<file path="config.mk">
export PLATFORM = sky130hd
export DESIGN_NAME = word_serializer
export DESIGN_NICKNAME = d
export VERILOG_FILES = /design/src/rtl/word_serializer.sv
export SDC_FILE = /design/constraint.sdc
export NUM_CORES = 1
export LEC_CHECK = 0
export ABC_AREA = 1
export BUFFER_PORTS_ARGS = -buffer_cell sky130_fd_sc_hd__clkbuf_2
export CORE_MARGIN = 2
export CORE_UTILIZATION = 43
export CTS_CLUSTER_DIAMETER = 100
export DETAILED_ROUTE_END_ITERATION = 12
export PLACE_DENSITY = 0.76
export SLEW_MARGIN = 10
export SYNTH_ARGS = -nofsm -noshare
export SYNTH_HDL_FRONTEND = slang
export SYNTH_SLANG_ARGS = --single-unit
</file>
<file path="constraint.sdc">
create_clock -name clk -period 4 [get_ports clk]
set_input_delay 0.6 -clock clk [delete_from_list [all_inputs] [get_ports clk]]
set_output_delay 0.6 -clock clk [all_outputs]
set_load 0.05 [all_outputs]
</file>
<file path="src/rtl/word_serializer.sv">
// Parallel-to-serial shift-out stage: WIDTH-bit words leave LSB first, one bit per handshake.
// Define WORD_SERIALIZER_PARITY_EN to append an even-parity bit after the data MSB.
module word_serializer #(
    parameter int   WIDTH      = 8,
    parameter logic IDLE_LEVEL = 1'b0
) (
    input  logic             clk,
    input  logic             nrst,
    input  logic [WIDTH-1:0] in_data,
    input  logic             in_valid,
    output logic             in_ready,
    output logic             sout,
    output logic             sout_valid,
    input  logic             sout_ready,
    output logic             sout_last,
    output logic             busy
);

`ifdef WORD_SERIALIZER_PARITY_EN
    localparam int FRAME_BITS = WIDTH + 1;
`else
    localparam int FRAME_BITS = WIDTH;
`endif
    localparam int CW = $clog2(WIDTH + 1);
    localparam logic [CW-1:0] LAST_CNT = CW'(FRAME_BITS - 1);

    typedef enum logic {
        IDLE  = 1'b0,
        SHIFT = 1'b1
    } state_t;

    state_t                  state, state_nx;
    logic [FRAME_BITS-1:0]   shreg, shreg_nx;
    logic [CW-1:0]           cnt, cnt_nx;
    logic [FRAME_BITS-1:0]   load_word;
    logic                    in_fire;
    logic                    out_fire;

`ifdef WORD_SERIALIZER_PARITY_EN
    assign load_word = {^in_data, in_data};
`else
    assign load_word = in_data;
`endif

    // Handshakes: a transfer happens on a rising edge where valid && ready on the same
    // side; valid never depends on ready, and the source holds data until it transfers.
    // in_ready opens mid-frame only while the final bit is leaving, giving gap-free reloads.
    assign sout_valid = (state == SHIFT);
    assign busy       = sout_valid;
    assign sout       = sout_valid ? shreg[0] : IDLE_LEVEL;
    assign sout_last  = sout_valid && (cnt == LAST_CNT);
    assign in_ready   = nrst && ((state == IDLE) || (sout_last && sout_ready));
    assign in_fire    = in_valid && in_ready;
    assign out_fire   = sout_valid && sout_ready;

    always_ff @(posedge clk or negedge nrst) begin
        if (!nrst) begin
            state <= IDLE;
            shreg <= '0;
            cnt   <= '0;
        end else begin
            state <= state_nx;
            shreg <= shreg_nx;
            cnt   <= cnt_nx;
        end
    end

    // A new word outranks the shift: in SHIFT it can only fire alongside the final bit.
    always_comb begin
        state_nx = state;
        shreg_nx = shreg;
        cnt_nx   = cnt;
        if (in_fire) begin
            state_nx = SHIFT;
            shreg_nx = load_word;
            cnt_nx   = '0;
        end else if (out_fire) begin
            if (sout_last) begin
                state_nx = IDLE;
                shreg_nx = '0;
                cnt_nx   = '0;
            end else begin
                shreg_nx = shreg >> 1;
                cnt_nx   = cnt + CW'(1);
            end
        end
    end

endmodule

</file>
==> flow_metrics.py, run 1 <==
metrics = {
    "routing": {
        "dr.max_layer_used": "met4",
        "met3_length_um": 44,
        "avgViaCountPerCell": 5.220,
        "routedWlPerCell_um": 11.48,
        "drtIter0Drc": 7,
        "drtPass1Iterations": 4,
        "m1WireLength_um": 798,
        "drc_errors": 0,
        "wl_met2_um": 656,
        "vias": 689,
        "routed_wl_um": 1516,
        "ant_nets": 0,
    },
    "worst_setup_path": {
        "cp_cell_sequence": "ha_1, nand2_1, inv_1, nand3_2, a21boi_1, clkbuf_2",
        "worst-r2r-cell-count": 10,
        "cp_max_fo": 6,
        "worstSetupEndpointType": "output pin",
        "cp_slowest_cell": "dfrtp_1",
        "path_buf_inv": 2,
        "crit_type": "flop to output pin",
        "cp_top_family": "buffers and inverters",
        "required_ns": 3.40,
        "r2r-end": "shreg[3]$_DFFE_PN0P_",
        "worstPathArrival_ns": 1.82,
        "cp_slowest_stage_delay_ns": 0.39,
        "r2r_slack_ns": 2.35,
        "timing.rr.start": "cnt[0]$_DFFE_PN0P_",
        "cp-start-kind": "flop",
    },
    "power_and_ir_drop": {
        "p_per_area_nw_per_um2": 689.2,
        "vdd_drop_max_mv": 0.3602,
        "leakage_nw": 0.4875,
        "power_mw": 0.5873,
    },
    "sta": {
        "finalCritPeriodShare": 0.6053,
        "skew_ns": 0.008088,
        "layout_min_cycle_time_ns": 2.421,
        "maxSlewViolCount": 0,
        "hold_viol_final": 0,
        "max_freq_mhz": 413.0,
        "rsz0062_at_grt": "no",
        "tightest_slew_ns": 0.4650,
        "setup_viol": 0,
        "tns_ns": 0,
        "maxSlewHeadroom": 0.6900,
    },
    "hold_path": {
        "hold_class": "input port to async pin",
    },
    "floorplanning": {
        "rows": 15,
        "die_x_um": 45.68,
        "io_pins": 17,
        "die_h_um": 45.68,
        "die_area_um2": 2087,
        "coreArea_um2": 1670,
        "start_util": 0.4472,
    },
    "clock_tree": {
        "cts_buffers": 3,
        "clockRootBuffer": "clkbuf_4",
        "cts.sinks": 13,
        "postCtsHoldBufs": 0,
        "cts.clk_slew.worst_paths_ns": 0.09,
        "cts_max_level": 1,
        "post_cts_buffers": 0,
        "tritoncts": "done",
        "cts.repair.resized": 0,
        "cts_buffer_depth": 2,
        "clk_latency_ns": 0.27,
    },
    "grt": {
        "grt_pass1_vias": 531,
        "antenna_found_initial": 0,
        "overflow": 0,
        "track_usage": 0.1525,
        "grt_pass1_wl_um": 2297,
        "grt_max_degree": 19,
    },
    "logic_synthesis": {
        "ys_seq_area_frac": 0.4355,
        "synth_top_cell_by_area": "dfrtp_1",
        "syn-cell-area_um2": 747.0,
        "synth_top_area_share": 0.4355,
        "synth_warnings": 0,
        "yosys_register_bits": 13,
        "avgSynthCellArea_um2": 7.622,
        "ys_top_cells_by_area": "dfrtp_1 44%, nand2_1 16%, nand3_1 13%, inv_1 5.0%, nand3b_1 4.0%",
        "synth_fp_nets": 111,
        "synthCells": 98,
        "synthDistinctLibCells": 18,
    },
    "outcome": {
        "status": "complete, no violations",
    },
    "cells_and_area": {
        "design_area_um2": 852.1,
        "areaGrowthSynthToFinish_pct": 14.07,
        "fin_nets": 129,
        "layout-drive-gt1-share": 0.2000,
        "finish.utilization": 0.5101,
        "diodes": 0,
    },
    "run": {
        "cap_violations": 0,
    },
    "placement": {
        "placed_area_um2": 825.8,
        "io_buffers": 16,
        "place_congestion": 0.8214,
        "place_hpwl_um": 1132,
    },
}
cells in the mapped netlist:
| cell type | count |
|---|---|
| ha_1 | 1 |
| nand2_1 | 31 |
| buf_6 | 1 |
| a21boi_1 | 1 |
| nand4_1 | 3 |
| nand3_1 | 20 |
| nand3b_1 | 4 |
| o21ai_0 | 1 |
| nand2_2 | 2 |
| inv_1 | 10 |
| buf_4 | 1 |
| xor2_1 | 1 |
| nand3_4 | 1 |
| nand3_2 | 1 |
| clkbuf_1 | 1 |
| nor2_1 | 5 |
| dfrtp_1 | 13 |
| clkinv_1 | 1 |
area by class of cell:
| type | instances | area (µm²) |
|---|---|---|
| clock buffers | 4 | 26.28 |
| flip-flops and latches | 13 | 325.3 |
| fillers | 180 | 818.3 |
| multi-input cells | 71 | 357.8 |
| well taps | 17 | 21.27 |
| repair buffers | 16 | 80.08 |
| inverters | 11 | 41.29 |
flip-flops by register name (all words and copies together) (netlist names):
signal,flops
shreg,8
busy,1
cnt,4
metal layers:
layer | GRT usage | vias to the layer above
met2 | 0.2197 | 17
met3 | 0.02381 | 2
met5 | 0 | -
li1 | - | 349
met4 | 0.05294 | 0
met1 | 0.2294 | 321
worst max-delay path by stage:
stage | startpoint | to | slack (ns) | depth (start not counted)
finish | cnt[0]$_DFFE_PN0P_ | in_ready | 1.58 | 6
CTS | cnt[0]$_DFFE_PN0P_ | in_ready | 1.56 | 6
global route | cnt[0]$_DFFE_PN0P_ | in_ready | 1.46 | 6
detailed placement | nrst | in_ready | 1.58 | 3
global placement | nrst | in_ready | 1.66 | 3
floorplan | busy$_DFFE_PN0P_ | in_ready | 1.53 | 4
cells by family (layout without fill, tap and decap cells):
logic type	after synthesis	after routing	synth area share
AO/OA/AOI/OAI	2	2	0.01675
XOR/XNOR	1	1	0.01173
adder cells (fa/ha/maj)	1	1	0.01675
buffers and inverters	14	31	0.08543
flip-flops	13	13	0.4355
AND/OR/NAND/NOR	67	67	0.4338
metrics by stage:
stage                     instances  worst slack [ns]  hold slack, ns
after floorplan                  98             1.530          0.3044
after global routing            132             1.457          0.2745
after CTS                       132             1.563          0.2670
after global placement          128             1.660          0.4590
after detailed placement        128             1.578          0.4651
final                           132             1.579          0.2617
where the power goes:
group	internal (mW)	switching, mW	total [mW]
Sequential	0.188	0.0423	0.230
Clock	0.0385	0.0420	0.0805
Combinational	0.0859	0.191	0.277
layout by cell type, fill, tap and decap left out:
cell type,netlist,final
nand2_1,31,31
nand3_1,20,20
clkbuf_2,0,16
dfrtp_1,13,13
inv_1,10,10
nor2_1,5,5
nand3b_1,4,4
nand4_1,3,3
clkbuf_4,0,3
nand2_2,2,2
nand3_2,1,1
a21boi_1,1,1
nand3_4,1,1
xor2_1,1,1
clkinv_1,1,1
o21ai_0,1,1
ha_1,1,1
clkbuf_1,1,1
Power figures use the tool's default switching activity.
==> run 2: changes to the inputs <==
- PLACE_DENSITY: 0.76 -> 0.78
- clock period: 4 -> 2.05 ns (I/O delays scaled with it)
==> flow_metrics.py, run 2 (synthesized netlist as in run 1, its figures left out) <==
metrics = {
    "outcome": {
        "status": "complete, no violations",
    },
    "hold_path": {
        "hold_class": "input port to async pin",
    },
    "power_and_ir_drop": {
        "leakage_nw": 0.5023,
        "p_sw_mw": 0.5468,
        "comb_power_share": 0.473,
        "pwr-share-clk": 0.134,
        "cellInternalPower_mw": 0.6197,
        "vdd_drop_max_mv": 0.6350,
        "pwr-share-seq": 0.392,
        "p_per_area_nw_per_um2": 1321,
        "switching_share": 0.4687,
    },
    "cells_and_area": {
        "final_common_cell": "nand2_1",
        "design_area_um2": 883.3,
        "fillers": 153,
        "largest_reg_flops": 8,
        "most-common-layout-cells": "31 x nand2_1, 20 x nand3_1, 14 x clkbuf_2, 13 x dfrtp_1, 10 x inv_1",
        "diodes": 0,
        "fin_nets": 131,
        "largest-register": "shreg",
        "areaGrowthSynthToFinish_pct": 18.26,
        "layout-drive-gt1-share": 0.2137,
    },
    "worst_setup_path": {
        "crit_type": "flop to output pin",
        "cp_max_fo": 8,
        "cp-start-kind": "flop",
        "worstPathArrival_ns": 1.61,
        "required_ns": 1.74,
        "r2r_slack_ns": 0.34,
        "worstSetupEndpointType": "output pin",
    },
    "sta": {
        "max_freq_mhz": 520.6,
        "tightest_slew_ns": 0.3246,
        "maxSlewHeadroom": 0.7831,
        "finalWorstSetupSlack_ns": 0.1290,
        "hold_viol_final": 0,
        "setup_viol": 0,
        "skew_ns": 0.003881,
        "maxSlewViolCount": 0,
        "finalCritPeriodShare": 0.9371,
        "tns_ns": 0,
        "rsz0062_at_grt": "no",
        "layout_min_cycle_time_ns": 1.921,
    },
    "grt": {
        "track_usage": 0.1749,
        "overflow": 0,
        "grt_use_met3": 0.03175,
        "antenna_found_initial": 0,
        "use_met2": 0.2732,
        "grt_pass1_wl_um": 2587,
        "grt_busiest_layer": "met2",
        "gr-usage-met1": 0.2217,
        "grt_pass1_vias": 620,
        "grt_max_degree": 18,
    },
    "floorplanning": {
        "rows": 15,
        "io_pins": 17,
        "die_area_um2": 2087,
        "die_x_um": 45.68,
        "coreArea_um2": 1670,
        "start_util": 0.4472,
        "die_h_um": 45.68,
    },
    "clock_tree": {
        "post_cts_buffers": 0,
        "cts_max_level": 1,
        "clk_latency_ns": 0.27,
        "cts_buffer_depth": 2,
        "clockRootBuffer": "clkbuf_4",
        "cts_buffers": 3,
        "tritoncts": "done",
        "cts.sinks": 13,
        "cts.clk_slew.worst_paths_ns": 0.08,
    },
    "placement": {
        "dp_slack_ns": 0.3388,
        "placed_area_um2": 837.1,
        "place_congestion": 0.8677,
        "io_buffers": 16,
        "place_hpwl_um": 1223,
    },
    "run": {
        "cap_violations": 0,
    },
    "routing": {
        "drtIter0Drc": 15,
        "avgViaCountPerCell": 5.321,
        "routed_wl_um": 1645,
        "vias": 713,
        "ant_nets": 0,
        "drc_errors": 0,
        "routedWlPerCell_um": 12.28,
        "drtPass1Iterations": 4,
    },
}
run 2: changes by cell type in the layout (fill, tap and decap cells not counted), sizes merged:
cell	previous run	this run
buf	0	2
clkbuf	20	19
dlygate4sd3	0	1
run 2: per-layer routing:
metal,up-vias,part of all wire
met5,-,0
met2,28,0.48
li1,356,-
met4,0,0.0085
met3,2,0.063
met1,327,0.45
run 2: worst max-delay path: stages (launching register included):
cell	delay, ns
dfrtp_1	0.39
ha_1	0.20
nand2_1	0.06
inv_1	0.09
nand2_1	0.18
inv_1	0.16
buf_2	0.27
run 2: worst paths after layout:
path | startpoint | to | cells past startpoint
max | cnt[0]$_DFFE_PN0P_ | sout_last | 6
min | nrst | shreg[3]$_DFFE_PN0P_ | 2
max reg2reg | cnt[0]$_DFFE_PN0P_ | shreg[6]$_DFFE_PN0P_ | 10
min reg2reg | shreg[7]$_DFFE_PN0P_ | shreg[7]$_DFFE_PN0P_ | 2
max in group asynchronous | nrst | busy$_DFFE_PN0P_ | 2
min in group clk | in_data[7] | shreg[7]$_DFFE_PN0P_ | 3
run 2: per-stage QoR:
stage,hold slack (ns),power [mW],utilization,std cells
floorplan,0.01191,0.8860,-,98
global placement,0.1676,0.9842,0.5011,129
detailed placement,0.1661,1.005,0.5011,129
CTS,0.04034,1.168,0.5228,134
global route,0.04715,1.264,0.5288,134
finish,0.03941,1.167,0.5288,134
run 2: power by group through the flow:
stage	clock network (mW)	registers, mW	logic (mW)
floorplan	0	0.466	0.420
global placement	0	0.453	0.532
detailed placement	0	0.458	0.547
CTS	0.164	0.453	0.552
global route	0.174	0.470	0.620
finish	0.157	0.458	0.552
run 2: what timing repair did:
action                                 4_1_cts  5_1_grt
gates resized for setup                      0        4
hold buffers                                 1        0
endpoints found under the hold margin        5        0
setup endpoints to repair                    0        1
run 2: cell type report:
cell class                      instances  area [µm²]  area share
Multi-Input combinational cell         71       369.1      0.4178
Sequential cell                        13       325.3      0.3683
Timing Repair Buffer                   18       100.1      0.1133
Inverter                               11       41.29     0.04674
Clock buffer                            4       26.28     0.02975
Tap cell                               17       21.27     0.02408
==> run 3: changes to the inputs <==
- CTS_BUF_LIST: default -> sky130_fd_sc_hd__clkbuf_8
==> flow_metrics.py, run 3 (synthesized netlist as in run 1, its figures left out) <==
metrics = {
    "sta": {
        "setup_viol": 0,
        "rsz0062_at_grt": "no",
        "max_freq_mhz": 528.4,
        "hold_viol_final": 0,
        "maxSlewViolCount": 0,
        "tightest_slew_ns": 0.3237,
        "maxSlewHeadroom": 0.7837,
        "tns_ns": 0,
        "holdWs_ns": 0.08026,
        "layout_min_cycle_time_ns": 1.893,
        "skew_ns": 0.001743,
        "finalCritPeriodShare": 0.9232,
    },
    "routing": {
        "avgViaCountPerCell": 5.246,
        "drc_errors": 0,
        "vias": 703,
        "drtIter0Drc": 14,
        "routed_wl_um": 1661,
        "drtPass1Iterations": 4,
        "ant_nets": 0,
        "routedWlPerCell_um": 12.40,
    },
    "cells_and_area": {
        "fin_nets": 131,
        "diodes": 0,
        "most-common-layout-cells": "31 x nand2_1, 20 x nand3_1, 15 x clkbuf_2, 13 x dfrtp_1, 11 x inv_1",
        "layout-drive-gt1-share": 0.2137,
        "largest_reg_flops": 8,
        "final_common_cell": "nand2_1",
        "areaGrowthSynthToFinish_pct": 20.77,
        "largest-register": "shreg",
    },
    "outcome": {
        "status": "complete, no violations",
    },
    "hold_path": {
        "hold_class": "input port to async pin",
    },
    "power_and_ir_drop": {
        "vdd_drop_max_mv": 0.6689,
        "leakage_nw": 0.5133,
        "p_per_area_nw_per_um2": 1372,
        "power_mw": 1.237,
    },
    "placement": {
        "io_buffers": 16,
        "place_hpwl_um": 1223,
        "place_congestion": 0.8677,
    },
    "floorplanning": {
        "die_area_um2": 2087,
        "die_x_um": 45.68,
        "rows": 15,
        "die_h_um": 45.68,
        "start_util": 0.4472,
        "coreArea_um2": 1670,
        "io_pins": 17,
    },
    "clock_tree": {
        "post_cts_buffers": 0,
        "cts.sinks": 13,
        "tritoncts": "done",
        "cts_buffers": 3,
        "clk_latency_ns": 0.24,
        "cts_max_level": 1,
        "cts.clk_slew.worst_paths_ns": 0.05,
        "clockRootBuffer": "clkbuf_8",
        "cts_buffer_depth": 2,
    },
    "worst_setup_path": {
        "cp_max_fo": 8,
        "cp-start-kind": "flop",
        "worstSetupEndpointType": "output pin",
        "required_ns": 1.74,
        "cp_slowest_stage_delay_ns": 0.38,
        "worstPathArrival_ns": 1.59,
        "crit_type": "flop to output pin",
        "cp_slowest_cell": "dfrtp_1",
        "cp_cell_sequence": "ha_1, nand2_1, inv_1, nand2_1, inv_1, clkbuf_2",
    },
    "grt": {
        "antenna_found_initial": 0,
        "grt_pass1_vias": 629,
        "grt_pass1_wl_um": 2622,
        "grt_max_degree": 18,
        "overflow": 0,
        "track_usage": 0.1773,
    },
    "run": {
        "cap_violations": 0,
    },
}
==> run 3: changes by cell type in the layout (fill, tap and decap cells not counted), sizes merged <==
cell / change
buf: -1
inv: +1
==> run 3: power by group <==
part	switching, mW	internal [mW]
Combinational	0.378	0.179
Clock	0.0882	0.132
Sequential	0.0922	0.368
==> run 3: layer usage <==
layer,up-vias,GRT usage,routed length (µm)
met2,17,0.2789,824
met3,5,0.03175,60
met5,-,0,0
met1,324,0.2241,746
li1,357,-,-
met4,0,0.1059,29
==> run 3: layout make-up <==
| cell class | instances | area [µm²] |
|---|---|---|
| Tap cell | 17 | 21.27 |
| Clock buffer | 3 | 41.29 |
| Sequential cell | 13 | 325.3 |
| Inverter | 11 | 41.29 |
| Multi-Input combinational cell | 71 | 369.1 |
| Fill cell | 146 | 768.2 |
| Timing Repair Buffer | 18 | 100.1 |
| Clock inverter | 1 | 3.754 |
==> run 3: stage by stage <==
step | instances | util | instance area [µm²] | worst slack [ns]
after global placement | 129 | 0.5011 | 837.1 | 0.3960
final | 134 | 0.5401 | 902.1 | 0.1574
after global routing | 134 | 0.5401 | 902.1 | 0.04869
after CTS | 134 | 0.5341 | 892.1 | 0.07179
after floorplan | 98 | - | 750.7 | 0.1457
after detailed placement | 129 | 0.5011 | 837.1 | 0.3388
==> run 3: repair_timing <==
item | CTS | global route
gates resized for setup | 0 | 3
hold buffers | 1 | 0
endpoints found under the hold margin | 5 | 0
endpoints found under the setup margin | 0 | 1
==> run 3: worst paths after layout <==
path,slack [ns],depth (start not counted),endpoint,startpoint
min reg2reg,0.47,2,shreg[7]$_DFFE_PN0P_,shreg[7]$_DFFE_PN0P_
min,0.08,2,cnt[2]$_DFFE_PN0P_,nrst
max in group asynchronous,1.29,2,busy$_DFFE_PN0P_,nrst
max reg2reg,0.34,10,shreg[6]$_DFFE_PN0P_,cnt[0]$_DFFE_PN0P_
min in group clk,0.32,3,shreg[7]$_DFFE_PN0P_,in_data[7]
max,0.16,6,sout_last,cnt[0]$_DFFE_PN0P_
==> run 3: critical path, delay by kind of cell, from the launching register on <==
kind / cells / cell delay [ns]
AND/OR/NAND/NOR: 2 / 0.24
flip-flops: 1 / 0.38
buffers and inverters: 3 / 0.53
adder cells (fa/ha/maj): 1 / 0.20
